`config.mk`:
```
export PLATFORM = sky130hd
export DESIGN_NAME = axi4_rd_arbiter
export DESIGN_NICKNAME = d
export VERILOG_FILES = /design/src/rtl/axi4_pkg.sv /design/src/rtl/rr_pick.sv /design/src/rtl/axi4_rd_arbiter.sv
export SDC_FILE = /design/constraint.sdc
export NUM_CORES = 1
export LEC_CHECK = 0
export CORE_AREA = 5 5 152 154
export CTS_CLUSTER_SIZE = 14
export DETAILED_ROUTE_END_ITERATION = 6
export DIE_AREA = 0 0 157 159
export PLACE_DENSITY = 0.55
export SYNTH_ARGS = -nofsm -noshare
export SYNTH_HDL_FRONTEND = slang
export SYNTH_SLANG_ARGS = --single-unit
export TNS_END_PERCENT = 50
```
`constraint.sdc`:
```
create_clock -name aclk -period 6.5 [get_ports aclk]
set_clock_uncertainty 0.05 [all_clocks]
set_input_delay 1.3 -clock aclk [delete_from_list [all_inputs] [get_ports aclk]]
set_output_delay 1.3 -clock aclk [all_outputs]
set_load 0.02 [all_outputs]
```
`src/rtl/axi4_pkg.sv`:
```
// axi4_pkg: AXI4 constants and the read-arbiter state type shared by the
// read-side arbiter and its round-robin picker.
package axi4_pkg;

  localparam int AXI_ID_W   = 4;
  localparam int AXI_ADDR_W = 32;

  localparam logic [1:0] BURST_INCR  = 2'b01;

  localparam logic [1:0] RESP_OKAY   = 2'b00;
  localparam logic [1:0] RESP_EXOKAY = 2'b01;
  localparam logic [1:0] RESP_SLVERR = 2'b10;
  localparam logic [1:0] RESP_DECERR = 2'b11;

  typedef enum logic {
    IDLE  = 1'b0,
    GRANT = 1'b1
  } arb_state_t;

endpackage

```
`src/rtl/rr_pick.sv`:
```
// rr_pick: combinational round-robin picker. Searches the request vector
// starting one slot after the previous winner, wrapping modulo N, and returns
// a one-hot grant plus the winning index. Supports N = 2..4.
module rr_pick #(
  parameter int N = 4
) (
  input  logic [N-1:0] req,
  input  logic [1:0]   last,
  output logic [N-1:0] grant,
  output logic [1:0]   idx,
  output logic         any
);

  logic [3:0] req_ext;
  logic [3:0] grant_ext;
  logic [2:0] cand;

  assign req_ext = 4'(req);

  // scan last+1, last+2, ... (mod N); the first requester found wins
  always_comb begin
    grant_ext = '0;
    idx       = '0;
    any       = 1'b0;
    cand      = '0;
    for (int k = 1; k <= N; k++) begin
      cand = {1'b0, last} + 3'(k);
      if (cand >= 3'(N)) begin
        cand = cand - 3'(N);
      end
      if (!any && req_ext[cand[1:0]]) begin
        any                   = 1'b1;
        idx                   = cand[1:0];
        grant_ext[cand[1:0]]  = 1'b1;
      end
    end
  end

  assign grant = grant_ext[N-1:0];

endmodule

```
`src/rtl/axi4_rd_arbiter.sv`:
```
// axi4_rd_arbiter: shares one AXI4 read master port (AR + R) between N local
// requesters. One AR is granted at a time, tagged with arid = requester index;
// R beats are routed back per beat by rid. Each requester may have at most
// MAX_OUTST bursts in flight.
// Optional build macro AXI4_RD_ARB_PRIO_EN: requester 0, when eligible, beats
// the round-robin choice; the pointer still follows the actual winner.
module axi4_rd_arbiter
  import axi4_pkg::*;
#(
  parameter int N         = 4,
  parameter int W         = 32,
  parameter int MAX_OUTST = 4
) (
  input  logic                  aclk,
  input  logic                  areset_n,
  input  logic [N-1:0]          req_arvalid,
  output logic [N-1:0]          req_arready,
  input  logic [N*32-1:0]       req_araddr,
  input  logic [N*8-1:0]        req_arlen,
  input  logic [N*3-1:0]        req_arsize,
  output logic [N-1:0]          req_rvalid,
  input  logic [N-1:0]          req_rready,
  output logic [W-1:0]          req_rdata,
  output logic [1:0]            req_rresp,
  output logic                  req_rlast,
  output logic [AXI_ID_W-1:0]   arid,
  output logic [AXI_ADDR_W-1:0] araddr,
  output logic [7:0]            arlen,
  output logic [2:0]            arsize,
  output logic [1:0]            arburst,
  output logic                  arlock,
  output logic [3:0]            arcache,
  output logic [2:0]            arprot,
  output logic [3:0]            arqos,
  output logic                  arvalid,
  input  logic                  arready,
  input  logic [AXI_ID_W-1:0]   rid,
  input  logic [W-1:0]          rdata,
  input  logic [1:0]            rresp,
  input  logic                  rlast,
  input  logic                  rvalid,
  output logic                  rready,
  output logic                  busy,
  output logic                  rid_err
);

  arb_state_t state_reg, state_next;
  logic [1:0]  last_reg;
  logic [1:0]  arid_reg;
  logic [31:0] araddr_reg;
  logic [7:0]  arlen_reg;
  logic [2:0]  arsize_reg;
  logic        rid_err_reg;

  logic [N-1:0][31:0] addr_arr;
  logic [N-1:0][7:0]  len_arr;
  logic [N-1:0][2:0]  size_arr;
  logic [N-1:0]       elig;
  logic [N-1:0]       cnt_nz;

  logic [N-1:0] rr_grant;
  logic [1:0]   rr_idx;
  logic         rr_any;
  logic [N-1:0] win_grant;
  logic [1:0]   win_idx;
  logic         win_any;

  logic       rid_ok;
  logic       ar_hs;
  logic       r_done;
  logic [3:0] req_rready_ext;

  assign rid_ok         = rid < 4'(N);
  assign ar_hs          = arvalid && arready;
  assign r_done         = rvalid && rready && rlast && rid_ok;
  assign req_rready_ext = 4'(req_rready);

  generate
    for (genvar gi = 0; gi < N; gi++) begin : g_req
      logic [3:0] cnt_reg;
      logic       inc;
      logic       dec;

      assign addr_arr[gi]   = req_araddr[gi*32 +: 32];
      assign len_arr[gi]    = req_arlen[gi*8 +: 8];
      assign size_arr[gi]   = req_arsize[gi*3 +: 3];
      assign elig[gi]       = req_arvalid[gi] && (cnt_reg < 4'(MAX_OUTST));
      assign cnt_nz[gi]     = |cnt_reg;
      assign req_rvalid[gi] = rvalid && (rid == 4'(gi));
      assign inc            = ar_hs && (arid_reg == 2'(gi));
      assign dec            = r_done && (rid == 4'(gi));

      // outstanding-burst counter: +1 on AR handshake, -1 on last beat, net 0 when both
      always_ff @(posedge aclk or negedge areset_n) begin
        if (!areset_n) begin
          cnt_reg <= '0;
        end else if (inc && !dec) begin
          cnt_reg <= cnt_reg + 4'd1;
        end else if (dec && !inc && cnt_reg != 4'd0) begin
          cnt_reg <= cnt_reg - 4'd1;
        end
      end

      // a completion with nothing outstanding means the slave misbehaved
      assert property (@(posedge aclk) disable iff (!areset_n)
                       !(dec && !inc && cnt_reg == 4'd0));
    end
  endgenerate

  rr_pick #(.N(N)) u_rr_pick (
    .req   (elig),
    .last  (last_reg),
    .grant (rr_grant),
    .idx   (rr_idx),
    .any   (rr_any)
  );

`ifdef AXI4_RD_ARB_PRIO_EN
  assign win_any   = rr_any;
  assign win_idx   = elig[0] ? 2'd0 : rr_idx;
  assign win_grant = elig[0] ? N'(1) : rr_grant;
`else
  assign win_any   = rr_any;
  assign win_idx   = rr_idx;
  assign win_grant = rr_grant;
`endif

  // arbitration state register
  always_ff @(posedge aclk or negedge areset_n) begin
    if (!areset_n) begin
      state_reg <= IDLE;
    end else begin
      state_reg <= state_next;
    end
  end

  // next state and the one-cycle accept strobe to the winning requester
  always_comb begin
    state_next  = state_reg;
    req_arready = '0;
    case (state_reg)
      IDLE: begin
        if (win_any && areset_n) begin
          req_arready = win_grant;
          state_next  = GRANT;
        end
      end
      GRANT: begin
        if (arready) begin
          state_next = IDLE;
        end
      end
      default: state_next = IDLE;
    endcase
  end

  // capture the winner's AR payload and move the round-robin pointer to it
  always_ff @(posedge aclk or negedge areset_n) begin
    if (!areset_n) begin
      araddr_reg <= '0;
      arlen_reg  <= '0;
      arsize_reg <= '0;
      arid_reg   <= '0;
      last_reg   <= 2'(N - 1);
    end else if (state_reg == IDLE && win_any) begin
      araddr_reg <= addr_arr[win_idx];
      arlen_reg  <= len_arr[win_idx];
      arsize_reg <= size_arr[win_idx];
      arid_reg   <= win_idx;
      last_reg   <= win_idx;
    end
  end

  // flag beats carrying an ID no requester owns (they are sunk via rready=1)
  always_ff @(posedge aclk or negedge areset_n) begin
    if (!areset_n) begin
      rid_err_reg <= 1'b0;
    end else begin
      rid_err_reg <= rvalid && !rid_ok;
    end
  end

  assign arvalid   = (state_reg == GRANT);
  assign arid      = {2'b00, arid_reg};
  assign araddr    = araddr_reg;
  assign arlen     = arlen_reg;
  assign arsize    = arsize_reg;
  assign arburst   = BURST_INCR;
  assign arlock    = 1'b0;
  assign arcache   = 4'd0;
  assign arprot    = 3'd0;
  assign arqos     = 4'd0;

  assign rready    = rid_ok ? req_rready_ext[rid[1:0]] : 1'b1;
  assign req_rdata = rdata;
  assign req_rresp = rresp;
  assign req_rlast = rlast;

  assign busy      = (|cnt_nz) || arvalid;
  assign rid_err   = rid_err_reg;

endmodule

```
==> metrics.txt <==
status=completed; Pwr Total=4.816 mW; Hold Crit Start=araddr[15]$_DFFE_PN0P_; CP required=roughly 5.2 ns; Peak VDD IR=0.0004488 V; ys async rst share=100.0%; dpl hpwl=13,770 um; measured slew at the worst slew-check pin=1.074 ns; final worst path period share=84.27%; Worst Path Max Fanout=7; CTS clock-pin slew for the worst setup and hold paths=0.05 ns; Slew Limit Fails=0; WL met1=7687 um; antenna violations before repair=0; worst r2r src=last_reg[0]$_DFFE_PN1P_; fmax=0.1826 GHz; Setup crit start=req_arvalid[2]; io pins=331; CTS tree=done; slowest library cell on the worst path=clkdlybuf4s50_1; WP data arrival=4.13 ns; Largest register FFs=32; H-tree levels=3; RSZ-0062 raised after global routing=no; Yosys top cell by area=dfrtp_1; metal2 WL=8861 um; PwrDens=606.7 nW/um^2; number of port buffers=between 200 and 250; most numerous cell in the Yosys netlist=dfrtp_1; FF+latch area=around 1600 sq um; core area=around 22,000 sq um; Max Used Layer=met4; Hold Path Class=flip-flop to flip-flop; TNS Setup=0 ns; first-pass GRT wire length=28,020 um; Setup Buffers After CTS=0; average wire per standard cell=about 18 um; largest net degree at the start of global routing=49; Hold WS=0.4345 ns; row cnt=54; Yosys cell types=54; DRC errors left=0; CP startpoint kind=input pin; gr ovfl total=0; Synth Register Bits=65; min cycle time layout=5.478 ns; Leak=3.116 nW; multi-input logic area=3133 sq um; area delta synth->final=49.10%; Die X=157 um; DR vias=4,681; Avg Cell Area, Syn=9.933 sq um; TritonCTS Buffers=9; Antenna diodes=0; CTS sink cnt=65; kind of critical path=input pin to primary output; CTS root buf=clkbuf_16; initial core utilization=24.70%; Post-synth EDFFs=0; CP Capture Type=primary output; CP bufs+invs=2; vias in the first global route=4,917; CP cell instances=clkdlybuf4s50_1, or3b_4, mux4_2, a21oi_2, a22oi_1, nor2_1, a221oi_1, nor2_1, clkdlybuf4s50_1; Seq/Total Area, Yosys=30.60%; Critical Path Max Stage Delay=0.63 ns; CP top delay family=buffers and inverters; combined area of all synthesized cells=5324 sq um; post-CTS resize count=0; Hold Buf Count CTS=0; fill count=2,205; most frequent cells after synthesis=63 x dfrtp_1, 60 x nor2_1, 55 x buf_4, 51 x nand2_1, 48 x mux2i_1; post-DR vias/cell=4.616; WL met3=1368 um; WL final=18,200 um; ys flop type=dfrtp_1; GR Util All Layers=14.31%; first-pass iteration count of the detailed router=4; clk buf depth=2; fraction of layout cells with a size suffix above 1=16.21%; Rel. slew slack=around 28%; die height=159 um; Maximum Capacitance Violations=0; Initial DRC Count=231; Routed Antenna Nets=0; Yosys warning count=0; final-report setup violation count=0; final hold violation count=0; RD Place Congestion=0.8024; die area=24,960 sq um; Final Net Count=about 1,000; clock latency on the worst-skew pair=0.33 ns; Syn Inst Count=536; post-synth top area share=between 20 and 30%; synth top area cells=dfrtp_1 30%, o221ai_2 11%, mux2i_1 9.0%, buf_4 7.8%, o21ai_2 6.6%
cells by family (layout without fill, tap and decap cells):
| family | count (synthesis) | after routing | synth area share, % |
|---|---|---|---|
| simple gates | 161 | 161 | 14.48 |
| compound gates | 127 | 127 | 23.95 |
| buf+inv | 91 | 275 | 11.87 |
| flops | 65 | 65 | 30.60 |
| mux | 57 | 57 | 11.56 |
| fa+ha+maj | 20 | 20 | 5.264 |
| xor+xnor | 13 | 13 | 2.139 |
| other cells | 2 | 16 | 0.1411 |
cell type report:
type,count,share of cell area [%]
Tap cell,280,4.414
Timing Repair Buffer,252,31.71
Clock inverter,4,0.5675
Sequential cell,65,20.52
Multi-Input combinational cell,394,39.47
Clock buffer,11,2.932
Inverter,8,0.3783
power by group:
part           internal [mW]  switching [mW]
combinational           1.48            2.01
sequential             0.647           0.199
clock                  0.293           0.183
total                   2.42            2.39
tightest hold or removal path, delay by kind of cell, from the launching register on:
family,cells,cell delay (ns)
AO/OA/AOI/OAI,1,0.05
flip-flops,1,0.34
AND/OR/NAND/NOR,1,0.06
metrics by stage:
stage          utilization, %  cell area [sq um]  cells  setup WS, ns
6_report                36.83               7938   1014         1.022
3_5_place_dp            35.54               7660    999         1.071
3_3_place_gp            35.54               7660    999         1.128
4_1_cts                 36.83               7938   1014         1.065
5_1_grt                 36.83               7938   1014        0.8192
2_1_floorplan               -               5376    550         2.215
metal layers:
metal / vias up / global-route usage [%]
li1: 2276 / -
met1: 2201 / 17.89
met2: 181 / 24.24
met3: 23 / 3.235
met4: 0 / 4.734
met5: - / 0
path summary, 6_finish.rpt:
kind	endpoint	slack, ns	depth (start not counted)
setup / recovery	req_arready[3]	1.02	9
hold / removal	araddr[15]$_DFFE_PN0P_	0.43	2
setup reg to reg	araddr[9]$_DFFE_PN0P_	1.65	11
hold reg to reg	araddr[15]$_DFFE_PN0P_	0.43	2
max in group asynchronous	last_reg[1]$_DFFE_PN1P_	4.60	2
min in group asynchronous	araddr[11]$_DFFE_PN0P_	0.87	1
placed cells by master (no fill, tap or decap), types with 4 or more instances in the layout:
cell type	instances
inv_1	7
a22oi_1	5
nand2_1	50
o211ai_1	5
o21ai_2	40
nor3_1	5
a21oi_1	8
nor3b_1	7
o221ai_1	4
xnor2_1	11
nand4_1	7
nor2b_1	4
mux2_2	6
a21o_1	4
clkdlybuf4s50_1	245
o21ai_0	4
ha_1	16
and2_1	5
clkbuf_16	9
a221oi_1	4
o21ai_1	4
fa_1	4
buf_4	6
dfrtp_1	63
conb_1	16
o221ai_2	38
mux2i_1	48
nor2_1	60
Power figures use the tool's default switching activity.
